## config.mk

```make
export PLATFORM = sky130hd
export DESIGN_NAME = lc3b_mem_arbiter_flat
export DESIGN_NICKNAME = d
export VERILOG_FILES = /design/src/rtl/lc3b_mem_arbiter_if.sv /design/src/rtl/lc3b_mem_arbiter.sv /design/src/flat_wrapper.sv
export SDC_FILE = /design/constraint.sdc
export NUM_CORES = 1
export LEC_CHECK = 0
export ABC_AREA = 1
export CELL_PAD_IN_SITES_DETAIL_PLACEMENT = 0
export CELL_PAD_IN_SITES_GLOBAL_PLACEMENT = 1
export CORE_MARGIN = 2
export CORE_UTILIZATION = 32
export CTS_CLUSTER_DIAMETER = 50
export DETAILED_ROUTE_END_ITERATION = 12
export PLACE_DENSITY_LB_ADDON = 0.1
export SLEW_MARGIN = 20
export SYNTH_ARGS = -nofsm -noshare
export SYNTH_HDL_FRONTEND = slang
export SYNTH_SLANG_ARGS = --single-unit
```

## constraint.sdc

```tcl
create_clock -name clk -period 4 [get_ports clk]
set_input_delay 0.8 -clock clk [delete_from_list [all_inputs] [get_ports clk]]
set_output_delay 0.8 -clock clk [all_outputs]
set_load 0.005 [all_outputs]
```

## src/rtl/lc3b_mem_arbiter_if.sv

```systemverilog
// Request/response bundle between the LC-3b I/D requesters, the arbiter and physical memory.
// The slave modport is the arbiter's view; the master modport is the requester/memory side.
interface lc3b_mem_arbiter_if #(
    parameter int ADDR_WIDTH = 16,
    parameter int DATA_WIDTH = 16,
    parameter int CNT_WIDTH  = 16
);
    logic                  i_read;
    logic [ADDR_WIDTH-1:0] i_address;
    logic [DATA_WIDTH-1:0] i_rdata;
    logic                  i_resp;

    logic                  d_read;
    logic                  d_write;
    logic [1:0]            d_wmask;
    logic [ADDR_WIDTH-1:0] d_address;
    logic [DATA_WIDTH-1:0] d_wdata;
    logic [DATA_WIDTH-1:0] d_rdata;
    logic                  d_resp;

    logic                  pmem_read;
    logic                  pmem_write;
    logic [1:0]            pmem_wmask;
    logic [ADDR_WIDTH-1:0] pmem_address;
    logic [DATA_WIDTH-1:0] pmem_wdata;
    logic [DATA_WIDTH-1:0] pmem_rdata;
    logic                  pmem_resp;

    logic [CNT_WIDTH-1:0]  i_count;
    logic [CNT_WIDTH-1:0]  d_count;

    modport slave (
        input  i_read, i_address,
        input  d_read, d_write, d_wmask, d_address, d_wdata,
        input  pmem_rdata, pmem_resp,
        output i_rdata, i_resp, d_rdata, d_resp,
        output pmem_read, pmem_write, pmem_wmask, pmem_address, pmem_wdata,
        output i_count, d_count
    );

    modport master (
        output i_read, i_address,
        output d_read, d_write, d_wmask, d_address, d_wdata,
        output pmem_rdata, pmem_resp,
        input  i_rdata, i_resp, d_rdata, d_resp,
        input  pmem_read, pmem_write, pmem_wmask, pmem_address, pmem_wdata,
        input  i_count, d_count
    );
endinterface

```

## src/rtl/lc3b_mem_arbiter.sv

```systemverilog
// Round-robin arbiter sharing one memory port between instruction fetch and data access.
// Strobe one cycle after request; response same cycle as pmem_resp; requests held until resp.
module lc3b_mem_arbiter #(
    parameter int ADDR_WIDTH = 16,
    parameter int DATA_WIDTH = 16,
    parameter int CNT_WIDTH  = 16
) (
    input  logic              clk,
    input  logic              reset,
    lc3b_mem_arbiter_if.slave bus
);

    typedef enum logic [1:0] {
        s_idle = 2'd0,
        s_inst = 2'd1,
        s_data = 2'd2
    } state_t;

    state_t                state;
    logic                  last_grant_data;
    logic [ADDR_WIDTH-1:0] lat_address;
    logic [DATA_WIDTH-1:0] lat_wdata;
    logic [1:0]            lat_wmask;
    logic                  rd_q;
    logic                  wr_q;
    logic [CNT_WIDTH-1:0]  i_cnt;
    logic [CNT_WIDTH-1:0]  d_cnt;

    logic i_req;
    logic d_req;
    logic grant_inst;
    logic grant_data;

    assign i_req      = bus.i_read;
    assign d_req      = bus.d_read | bus.d_write;
    // On a tie the port that did not win last time goes first.
    assign grant_inst = i_req & (~d_req | last_grant_data);
    assign grant_data = d_req & ~grant_inst;

    always_ff @(posedge clk or posedge reset) begin
        if (reset) begin
            state           <= s_idle;
            last_grant_data <= 1'b1;
            lat_address     <= '0;
            lat_wdata       <= '0;
            lat_wmask       <= 2'b11;
            rd_q            <= 1'b0;
            wr_q            <= 1'b0;
            i_cnt           <= '0;
            d_cnt           <= '0;
        end else begin
            case (state)
                s_idle: begin
                    if (grant_inst) begin
                        lat_address     <= bus.i_address;
                        lat_wdata       <= '0;
                        lat_wmask       <= 2'b11;
                        rd_q            <= 1'b1;
                        wr_q            <= 1'b0;
                        last_grant_data <= 1'b0;
                        state           <= s_inst;
                    end else if (grant_data) begin
                        lat_address     <= bus.d_address;
                        lat_wdata       <= bus.d_wdata;
                        lat_wmask       <= bus.d_wmask;
                        rd_q            <= ~bus.d_write;
                        wr_q            <= bus.d_write;
                        last_grant_data <= 1'b1;
                        state           <= s_data;
                    end
                end
                s_inst: begin
                    if (bus.pmem_resp) begin
                        rd_q  <= 1'b0;
                        wr_q  <= 1'b0;
                        state <= s_idle;
                        if (i_cnt != '1) begin
                            i_cnt <= i_cnt + CNT_WIDTH'(1);
                        end
                    end
                end
                s_data: begin
                    if (bus.pmem_resp) begin
                        rd_q  <= 1'b0;
                        wr_q  <= 1'b0;
                        state <= s_idle;
                        if (d_cnt != '1) begin
                            d_cnt <= d_cnt + CNT_WIDTH'(1);
                        end
                    end
                end
                default: begin
                    rd_q  <= 1'b0;
                    wr_q  <= 1'b0;
                    state <= s_idle;
                end
            endcase
        end
    end

    assign bus.pmem_read    = rd_q;
    assign bus.pmem_write   = wr_q;
    assign bus.pmem_address = lat_address;
    assign bus.pmem_wdata   = lat_wdata;
    assign bus.pmem_wmask   = lat_wmask;

    // Responses are steered combinationally so the owner sees completion in the pmem_resp cycle.
    assign bus.i_resp  = (state == s_inst) & bus.pmem_resp;
    assign bus.d_resp  = (state == s_data) & bus.pmem_resp;
    assign bus.i_rdata = bus.pmem_rdata;
    assign bus.d_rdata = bus.pmem_rdata;

    assign bus.i_count = i_cnt;
    assign bus.d_count = d_cnt;

endmodule

```

## src/flat_wrapper.sv

```systemverilog
// flat-port wrapper written by rule: the top's interface ports become plain ports
module lc3b_mem_arbiter_flat 
#(
    parameter int ADDR_WIDTH = 16,
    parameter int DATA_WIDTH = 16,
    parameter int CNT_WIDTH  = 16
)
  (clk, reset, bus_i_read, bus_i_address, bus_d_read, bus_d_write, bus_d_wmask, bus_d_address, bus_d_wdata, bus_pmem_rdata, bus_pmem_resp, bus_i_rdata, bus_i_resp, bus_d_rdata, bus_d_resp, bus_pmem_read, bus_pmem_write, bus_pmem_wmask, bus_pmem_address, bus_pmem_wdata, bus_i_count, bus_d_count);
  lc3b_mem_arbiter_if #(.ADDR_WIDTH(ADDR_WIDTH), .DATA_WIDTH(DATA_WIDTH), .CNT_WIDTH(CNT_WIDTH)) bus_i ();
  input  logic clk;
  input  logic reset;
  input wire logic [$bits(bus_i.i_read)-1:0] bus_i_read;
  input wire logic [$bits(bus_i.i_address)-1:0] bus_i_address;
  input wire logic [$bits(bus_i.d_read)-1:0] bus_d_read;
  input wire logic [$bits(bus_i.d_write)-1:0] bus_d_write;
  input wire logic [$bits(bus_i.d_wmask)-1:0] bus_d_wmask;
  input wire logic [$bits(bus_i.d_address)-1:0] bus_d_address;
  input wire logic [$bits(bus_i.d_wdata)-1:0] bus_d_wdata;
  input wire logic [$bits(bus_i.pmem_rdata)-1:0] bus_pmem_rdata;
  input wire logic [$bits(bus_i.pmem_resp)-1:0] bus_pmem_resp;
  output wire logic [$bits(bus_i.i_rdata)-1:0] bus_i_rdata;
  output wire logic [$bits(bus_i.i_resp)-1:0] bus_i_resp;
  output wire logic [$bits(bus_i.d_rdata)-1:0] bus_d_rdata;
  output wire logic [$bits(bus_i.d_resp)-1:0] bus_d_resp;
  output wire logic [$bits(bus_i.pmem_read)-1:0] bus_pmem_read;
  output wire logic [$bits(bus_i.pmem_write)-1:0] bus_pmem_write;
  output wire logic [$bits(bus_i.pmem_wmask)-1:0] bus_pmem_wmask;
  output wire logic [$bits(bus_i.pmem_address)-1:0] bus_pmem_address;
  output wire logic [$bits(bus_i.pmem_wdata)-1:0] bus_pmem_wdata;
  output wire logic [$bits(bus_i.i_count)-1:0] bus_i_count;
  output wire logic [$bits(bus_i.d_count)-1:0] bus_d_count;
  assign bus_i.i_read = bus_i_read;
  assign bus_i.i_address = bus_i_address;
  assign bus_i.d_read = bus_d_read;
  assign bus_i.d_write = bus_d_write;
  assign bus_i.d_wmask = bus_d_wmask;
  assign bus_i.d_address = bus_d_address;
  assign bus_i.d_wdata = bus_d_wdata;
  assign bus_i.pmem_rdata = bus_pmem_rdata;
  assign bus_i.pmem_resp = bus_pmem_resp;
  assign bus_i_rdata = bus_i.i_rdata;
  assign bus_i_resp = bus_i.i_resp;
  assign bus_d_rdata = bus_i.d_rdata;
  assign bus_d_resp = bus_i.d_resp;
  assign bus_pmem_read = bus_i.pmem_read;
  assign bus_pmem_write = bus_i.pmem_write;
  assign bus_pmem_wmask = bus_i.pmem_wmask;
  assign bus_pmem_address = bus_i.pmem_address;
  assign bus_pmem_wdata = bus_i.pmem_wdata;
  assign bus_i_count = bus_i.i_count;
  assign bus_d_count = bus_i.d_count;
  lc3b_mem_arbiter #(.ADDR_WIDTH(ADDR_WIDTH), .DATA_WIDTH(DATA_WIDTH), .CNT_WIDTH(CNT_WIDTH)) u_core (.clk(clk), .reset(reset), .bus(bus_i));
endmodule
```

==> impl_metrics.json <==
{
  "status": "complete, no violations",
  "synthAdderAreaFrac_pct": 1.59,
  "max_stage_delay_ns": 0.55,
  "synth_edf_count": 0,
  "grt_remaining_overflow": 0,
  "worst_hold_path_type": "flop to flop",
  "synthSimpleGateAreaFrac_pct": 35.0,
  "clock_latency_ns": 0.33,
  "hold_violations": 0,
  "htree_num_levels": 3,
  "die_x_um": 115,
  "synthMuxAreaShare_pct": 0,
  "dieArea_um2": 13200,
  "core.rowCount": 40,
  "grt_pass1_vias": 3357,
  "rsz0062_at_grt": "no",
  "portBuffers": 125,
  "syn_area_um2": 3940,
  "power_density_nw_per_um2": 623,
  "start_util_pct": 32.8,
  "ant_nets": 0,
  "antenna_found_initial": 0,
  "drive_above_1_share_pct": 8.37,
  "nets": 681,
  "postCtsSetupBuffers": 0,
  "final_common_cell": "nand2_1",
  "synth_compound_area_share_pct": 3.39,
  "routed_wl_mm": 9.53,
  "cts_made_buffers": 9,
  "slew_viol_final": 0,
  "clock_path_buffers": 2,
  "path_cells": "clkdlybuf4s50_1 -> nand2_1 -> inv_1 -> clkdlybuf4s50_1",
  "syn-instance-count": 510,
  "die_y_um": 115,
  "setup_slack_ns": 1.11,
  "critPathMostFrequentCell": "clkdlybuf4s50_1",
  "drtIter0Drc": 123,
  "core_area_um2": 12000,
  "fmax_mhz": 346,
  "async_reset_ff_share_pct": 100,
  "dp.cells": 740,
  "io_pins": 174,
  "diodes": 0,
  "crit_path_top_delay_cell": "clkdlybuf4s50_1",
  "yosys_warnings": 0,
  "synth_ff_type": "dfrtp_1",
  "ctsResizeCount": 0,
  "pre_cts_slack_ns": 0.991,
  "cts_tree": "built",
  "relSlewSlack_pct": 55.7,
  "clock-sinks": 71,
  "globalplace.congestion": 0.760,
  "maxCapViolations": 0,
  "viasPerCell": 4.47,
  "wl_per_cell_um": 12.6,
  "tightest_slew_ns": 0.664,
  "finalCritPeriodShare_pct": 72.3,
  "crit_required_ns": 3.20,
  "startpoint_type": "primary input",
  "synth-xor-area-share_pct": 3.55,
  "synth_top_family_by_area": "simple AND/OR/NAND/NOR gates",
  "skew_ns": 0.00406,
  "syn_nets": 587,
  "setup_viol": 0,
  "cp.arrival_ns": 2.09,
  "p_total_mw": 3.34,
  "finalCriticalPeriod_ns": 2.89,
  "dr.pass1.iters": 4,
  "postSynthAreaPerCell_um2": 7.73,
  "finalNonFillerCells": 756,
  "ys_seq_area_share_pct": 45.1,
  "synth.lib_cells_used.distinct": 27,
  "dpl.hpwl_mm": 6.84,
  "vias": 3382,
  "path_class": "primary input to output pin",
  "ir_drop_mv": 0.245,
  "crit_buf_inv": 3,
  "ys_seq_elements": 71,
  "drcViolationCount": 0,
  "setup_tns_ns": 0,
  "p_leak_nw": 2.46,
  "cts_root_buf": "clkbuf_16",
  "final_cell_mix": "nand2_1, clkdlybuf4s50_1, dfrtp_1, nand3_1, nor2_1",
  "clkTransAtPathRegs_ns": 0.05,
  "utilization_pct": 44.5,
  "cts_hold_buf": 0,
  "area_delta_synth_final_pct": 35.7,
  "cp_top_family": "buffers and inverters",
  "critPathMaxFanout": 3,
  "grt_max_degree": 72,
  "fill_cells": 1234,
  "grt_pass1_wl_mm": 16.1,
  "grtUsageTotal_pct": 15.5,
  "r2r_slack_ns": 1.88,
  "worstSetupEndpointType": "output pin"
}
-- worst register-to-register path: stages (launching register included) --
cell and delay (ns):
dfrtp_1 0.38, inv_1 0.10, ha_1 0.19, nand2_2 0.39
inv_2 0.23, nand2_2 0.10, inv_2 0.45, nand2_1 0.13
nand3_1 0.09
-- layer usage --
metal	up-vias	global-route usage, %	routed length, um
li1	1748	-	-
met1	1516	19.8	4320
met2	108	22.5	4010
met3	10	6.75	1010
met4	0	7.47	184
met5	-	0	0
-- where the power goes --
part | internal (mW) | switching (mW) | leakage, nW | total (mW)
combinational | 0.709 | 0.678 | 1.42 | 1.39
clock | 0.454 | 0.289 | 0.134 | 0.742
sequential | 0.990 | 0.215 | 0.907 | 1.21
-- final timing paths --
path	from	to	cells after the start
min in group asynchronous	reset	u_core.bus.i_count[3]	3
setup / recovery	bus_pmem_resp	bus_i_resp	4
hold reg to reg	u_core.last_grant_data	u_core.last_grant_data	2
max in group asynchronous	reset	u_core.bus.pmem_wmask[1]	3
setup reg to reg	u_core.state[0]	u_core.bus.pmem_address[5]	8
hold / removal	u_core.last_grant_data	u_core.last_grant_data	2
-- kinds of logic after synthesis --
| kind of cell | count (synthesis) |
|---|---|
| buffers and inverters | 76 |
| xor gates and xnor gates | 16 |
| AOI/OAI and AO/OA | 18 |
| and+or+nand+nor | 324 |
| adders and majority gates | 5 |
| DFF | 71 |
-- cell type report --
cell class / count / area (um2) / area share, %
Sequential cell: 71 / 1780 / 33.3
Multi-Input combinational cell: 363 / 1720 / 32.1
Timing Repair Buffer: 126 / 1270 / 23.8
Clock buffer: 15 / 268 / 5.00
Tap cell: 147 / 184 / 3.44
Inverter: 33 / 124 / 2.32
Clock inverter: 1 / 5.00 / 0.0935
-- through the flow --
step | area [um2] | hold slack (ns)
floorplan | 3940 | 0.447
global placement | 5080 | 0.462
detailed placement | 5080 | 0.464
CTS | 5350 | 0.478
global route | 5350 | 0.493
finish | 5350 | 0.473
-- state kept, by name, summed over array words and instances, names as in the netlist --
signal and count:
u_core.bus.d_count 16, u_core.bus.pmem_wmask 2, u_core.bus.pmem_wdata 16, u_core.last_grant_data 1, u_core.bus.pmem_address 16, u_core.bus.i_count 16, u_core.state 2, u_core.bus.pmem_write 1
u_core.bus.pmem_read 1
-- cell usage after synthesis, types with 5 or more instances --
| library cell | count | area [um2] |
|---|---|---|
| nand2_1 | 225 | 845 |
| dfrtp_1 | 68 | 1700 |
| nand3_1 | 36 | 180 |
| buf_4 | 33 | 248 |
| inv_1 | 30 | 113 |
| nor2_1 | 30 | 113 |
| xor2_1 | 12 | 105 |
| nand2_2 | 11 | 68.8 |
| nand4_1 | 10 | 62.6 |
| o21ai_2 | 9 | 78.8 |
| buf_2 | 5 | 25.0 |
| ha_1 | 5 | 62.6 |
(Power assumes the default switching activity.)
==> RTL change 1, RTL diff (same flow settings) <==
`CNT_WIDTH` is set to 16 in 3 places; all go to 14.
--- a/src/rtl/lc3b_mem_arbiter_if.sv
+++ b/src/rtl/lc3b_mem_arbiter_if.sv
@@ -4,5 +4,5 @@
     parameter int ADDR_WIDTH = 16,
     parameter int DATA_WIDTH = 16,
-    parameter int CNT_WIDTH  = 16
+    parameter int CNT_WIDTH  = 14
 );
     logic                  i_read;
--- a/src/rtl/lc3b_mem_arbiter.sv
+++ b/src/rtl/lc3b_mem_arbiter.sv
@@ -4,5 +4,5 @@
     parameter int ADDR_WIDTH = 16,
     parameter int DATA_WIDTH = 16,
-    parameter int CNT_WIDTH  = 16
+    parameter int CNT_WIDTH  = 14
 ) (
     input  logic              clk,
--- a/src/flat_wrapper.sv
+++ b/src/flat_wrapper.sv
@@ -4,5 +4,5 @@
     parameter int ADDR_WIDTH = 16,
     parameter int DATA_WIDTH = 16,
-    parameter int CNT_WIDTH  = 16
+    parameter int CNT_WIDTH  = 14
 )
   (clk, reset, bus_i_read, bus_i_address, bus_d_read, bus_d_write, bus_d_wmask, bus_d_address, bus_d_wdata, bus_pmem_rdata, bus_pmem_resp, bus_i_rdata, bus_i_resp, bus_d_rdata, bus_d_resp, bus_pmem_read, bus_pmem_write, bus_pmem_wmask, bus_pmem_address, bus_pmem_wdata, bus_i_count, bus_d_count);
Ports: changed (resized bus_d_count and bus_i_count); port bits go from 174 to 170. The function was not compared with the original's and may differ.
==> RTL change 1 against the original RTL <==
Area after synthesis shrank 7.7%; sequential cell count decreased by 4; largest cell class unchanged; core utilization increased by 1.8 points; routed wire length fell by 2.9%; total power shrank 4.7%; setup slack got worse by 0.029 ns; final area shrank 4.8%; via count shrank 6.3%; sequential share of layout area fell by 0.29 points; sequential power decreased by 12%; highest routed layer unchanged.
==> RTL change 1: results (changes against the original RTL) <==
Cells and area
  – Layout Cells excl Fill: 714 (-5.6%)
  – Non-clk buf share: 24.3% (+0.56 points)
  – Multi-input gates: 335 (-7.7%)
  – FILL cells: 1104 (-11%)
  – # clk buffers: 9 (-6)
  – Share of cells above drive strength 1: 6.62% (-1.8 points)
  – Clk cell area share: 7.17% (+2.1 points)
  – Nets: 646 (-5.1%)

Synth
  – Adder-Cell Fraction of Synth Area: 1.72% (+0.13 points)
  – Post-synth top cells: nand2_1, dfrtp_1, buf_4
  – Syn_nets: 555 (-5.5%)
  – Cells after synthesis: 478 (-6.3%)
  – Top cells by area, synth: dfrtp_1, nand2_1, buf_4
  – Synth Area in Compound Gates: 2.30% (-1.1 points)
  – Seq/Total Area, Yosys: 46.2% (+1.0 points)
  – Synth cell types: 25 (-7.4%)

Pwr
  – VDD IR max: 0.305 mV (+24%)

GRT
  – Largest net degree at the start of global routing: 38 (-47%)
  – Gr usage total: 15.7% (+0.16 points)
  – Global-route wire length before repair: 15400 µm (-4.2%)
  – Met3 Use GR: 6.37% (-0.38 points)
  – Met1 Track Usage GR: 19.3% (-0.44 points)
  – Met2 Usage GRT: 23.8% (+1.3 points)

Setup path
  – Crit path max fanout: 6 (+3)

Place
  – I/O Buffers: 121 (-3.2%)
  – HPWL after DPL: 6390 µm (-6.7%)
  – GPL Wtd Cong: 0.728 (-4.3%)

Outcome
  – Outcome: complete, no violations

Routing
  – First DRT Iteration DRCs: 144 (+17%)
[RTL change 1: layer usage]
metal / routed length [µm] / up-vias / part of all wire, %
met3: 828 / 15 / 8.9
met2: 4140 / 90 / 45
met4: 187 / 0 / 2.0
li1: - / 1631 / -
met1: 4090 / 1434 / 44
met5: 0 / - / 0
[RTL change 1: through the flow]
| stage | power (mW) | util (%) | area (µm²) | hold WS, ns |
|---|---|---|---|---|
| 4_1_cts | 3.24 | 46.4 | 5090 | 0.479 |
| 5_1_grt | 3.42 | 46.4 | 5090 | 0.500 |
| 6_report | 3.18 | 46.4 | 5090 | 0.476 |
| 2_1_floorplan | 1.65 | - | 3640 | 0.443 |
| 3_3_place_gp | 2.22 | 43.1 | 4730 | 0.455 |
| 3_5_place_dp | 2.24 | 43.1 | 4730 | 0.465 |
[RTL change 1: final timing paths]
| kind | from | end | slack [ns] | cells after the start |
|---|---|---|---|---|
| worst max-delay path | bus_pmem_resp | bus_i_resp | 1.08 | 4 |
| worst min-delay path | u_core.bus.pmem_wdata[6] | u_core.bus.pmem_wdata[6] | 0.48 | 2 |
| worst max register to register | u_core.bus.i_count[0] | u_core.bus.i_count[3] | 1.95 | 8 |
| worst min register to register | u_core.bus.pmem_wdata[6] | u_core.bus.pmem_wdata[6] | 0.48 | 2 |
| max in group asynchronous | reset | u_core.bus.pmem_wmask[1] | 2.37 | 3 |
| min in group asynchronous | reset | u_core.bus.i_count[3] | 0.91 | 2 |
[RTL change 1: report_power, final]
| part | leakage (nW) | internal (mW) | switching [mW] |
|---|---|---|---|
| sequential | 0.859 | 0.911 | 0.161 |
| clock | 0.172 | 0.671 | 0.308 |
| combinational | 1.37 | 0.586 | 0.542 |
| total | 2.40 | 2.17 | 1.01 |
==> RTL change 2, RTL diff (config.mk and constraints unchanged) <==
Made on the original files. The 3 states of `state_t` get a one-hot encoding in 3 bits.
--- a/src/rtl/lc3b_mem_arbiter.sv
+++ b/src/rtl/lc3b_mem_arbiter.sv
@@ -11,8 +11,8 @@
 );
 
-    typedef enum logic [1:0] {
-        s_idle = 2'd0,
-        s_inst = 2'd1,
-        s_data = 2'd2
+    typedef enum logic [2:0] {
+        s_idle = 3'b001,
+        s_inst = 3'b010,
+        s_data = 3'b100
     } state_t;
 
Behaviour: same outputs for any inputs over 10 cycles, from zero or initial values and one cycle with reset high; not proved beyond that.
==> RTL change 2 against the original RTL <==
Final area increased by 1.2%; routed wire length is 7.6% higher; setup slack got worse by 0.089 ns; area after synthesis rose by 1.3%; sequential cell count is 1 higher; maximum frequency down 3.0%; via count up 2.2%; critical path depth unchanged; final cell count increased by 4.6%; count of clock-buffer cells in the layout decreased by 1; non-clock buffer count is 1 higher; total power shrank 11%; critical endpoint is now bus_d_resp.
==> RTL change 2: results (changes against the original RTL) <==
Setup path
  – Reg2Reg Setup Slack: 2.20 ns (+0.32 ns)
  – Setup crit end: bus_d_resp
  – Reg-to-reg startpoint: u_core.bus.d_count[0]
  – Worst r2r dst: u_core.bus.d_count[7]
  – Arrival @ worst endpoint: 2.18 ns (+0.09 ns)
  – Crit path max fanout: 6 (+3)

Pwr
  – Seq. pwr: 1.11 mW (-8%)
  – Leakage power: 2.50 nW (+1.7%)
  – Logic power comb: 1.13 mW (-19%)
  – VDD IR max: 0.246 mV (+0.27%)
  – Cell-internal power: 1.96 mW (-8.8%)

Timing
  – Slew margin rel.: 46.7% (-9.0 points)
  – Clk_skew: 0.00756 ns (+0.00350 ns)
  – Hold Slack: 0.478 ns (+0.00430 ns)

GRT
  – Number of global-route vias before repair: 3467 (+3.3%)
  – Gr usage total: 16.2% (+0.72 points)
  – Largest net degree at the start of global routing: 41 (-43%)
  – Global-route wire length before repair: 16800 µm (+4.8%)

Cells and area
  – Non-clk buf share: 23.6% (-0.14 points)
  – Share of cells above drive strength 1: 8.19% (-0.19 points)
  – Post-Layout Inst Area: 5410 µm² (+1.2%)
  – Layout Cells excl Fill: 791 (+4.6%)
  – Clk cell area share: 4.79% (-0.31 points)
  – FILL cells: 1265 (+2.5%)
  – Area of the multi-input gates: 1730 µm² (+0.73%)
  – Nets: 693 (+1.8%)
  – Multi-input gates: 375 (+3.3%)
  – Number of signal-net buffers in the layout: 127 (+0.79%)
  – # clk buffers: 14 (-1)

Synth
  – Seq/Total Area, Yosys: 45.2% (+0.064 points)
  – Post-synth top cells: nand2_1, dfrtp_1, nand3_1
  – Syn Area/Cell: 7.61 µm² (-1.6%)
  – Syn_nets: 599 (+2.0%)
  – Top cells by area, synth: dfrtp_1, nand2_1, buf_4
  – Yosys reg bits: 72 (+1.4%)

Die
  – Core area: 12100 µm² (+0.83%)

Place
  – Dpl cell area: 5150 µm² (+1.5%)
  – Placed cells: 776 (+4.9%)
  – Post-Place Setup Slack: 1.00 ns (+0.0114 ns)
  – GPL Wtd Cong: 0.726 (-4.4%)
  – HPWL after DPL: 7230 µm (+5.7%)

Hold path
  – Worst hold endpoint: u_core.bus.pmem_wdata[8]

Routing
  – WL per Instance: 13.0 µm (+2.8%)
  – First DRT Iteration DRCs: 134 (+8.9%)

Outcome
  – Outcome: complete, no violations
==> RTL change 2: changes by cell type after synthesis, moves of 3 or more <==
cell / before / now
inv_1: 30 / 27
o21ai_0: 4 / 7
o21ai_2: 9 / 2
inv_2: 3 / 6
xnor2_1: 4 / 7
nand3_1: 36 / 47
xor2_1: 12 / 8
ha_1: 5 / 2
nand2_1: 225 / 228
nor2_1: 30 / 35
==> RTL change 2: cells by family after synthesis <==
kind of cell | count (synthesis) | synth area share, %
simple gates | 344 | 36.9
buf+inv | 78 | 11.5
flops | 72 | 45.2
xor+xnor | 15 | 3.29
compound gates | 14 | 2.47
fa+ha+maj | 2 | 0.626
==> RTL change 2: metal layers <==
layer / track usage [%] / share of wire (%) / vias to the layer above / routed length [µm]
met1: 19.5 / 44 / 1568 / 4530
met5: 0 / 0 / - / 0
met2: 26.2 / 46 / 84 / 4700
met4: 6.51 / 1.5 / 0 / 152
li1: - / - / 1792 / -
met3: 6.28 / 8.4 / 12 / 864
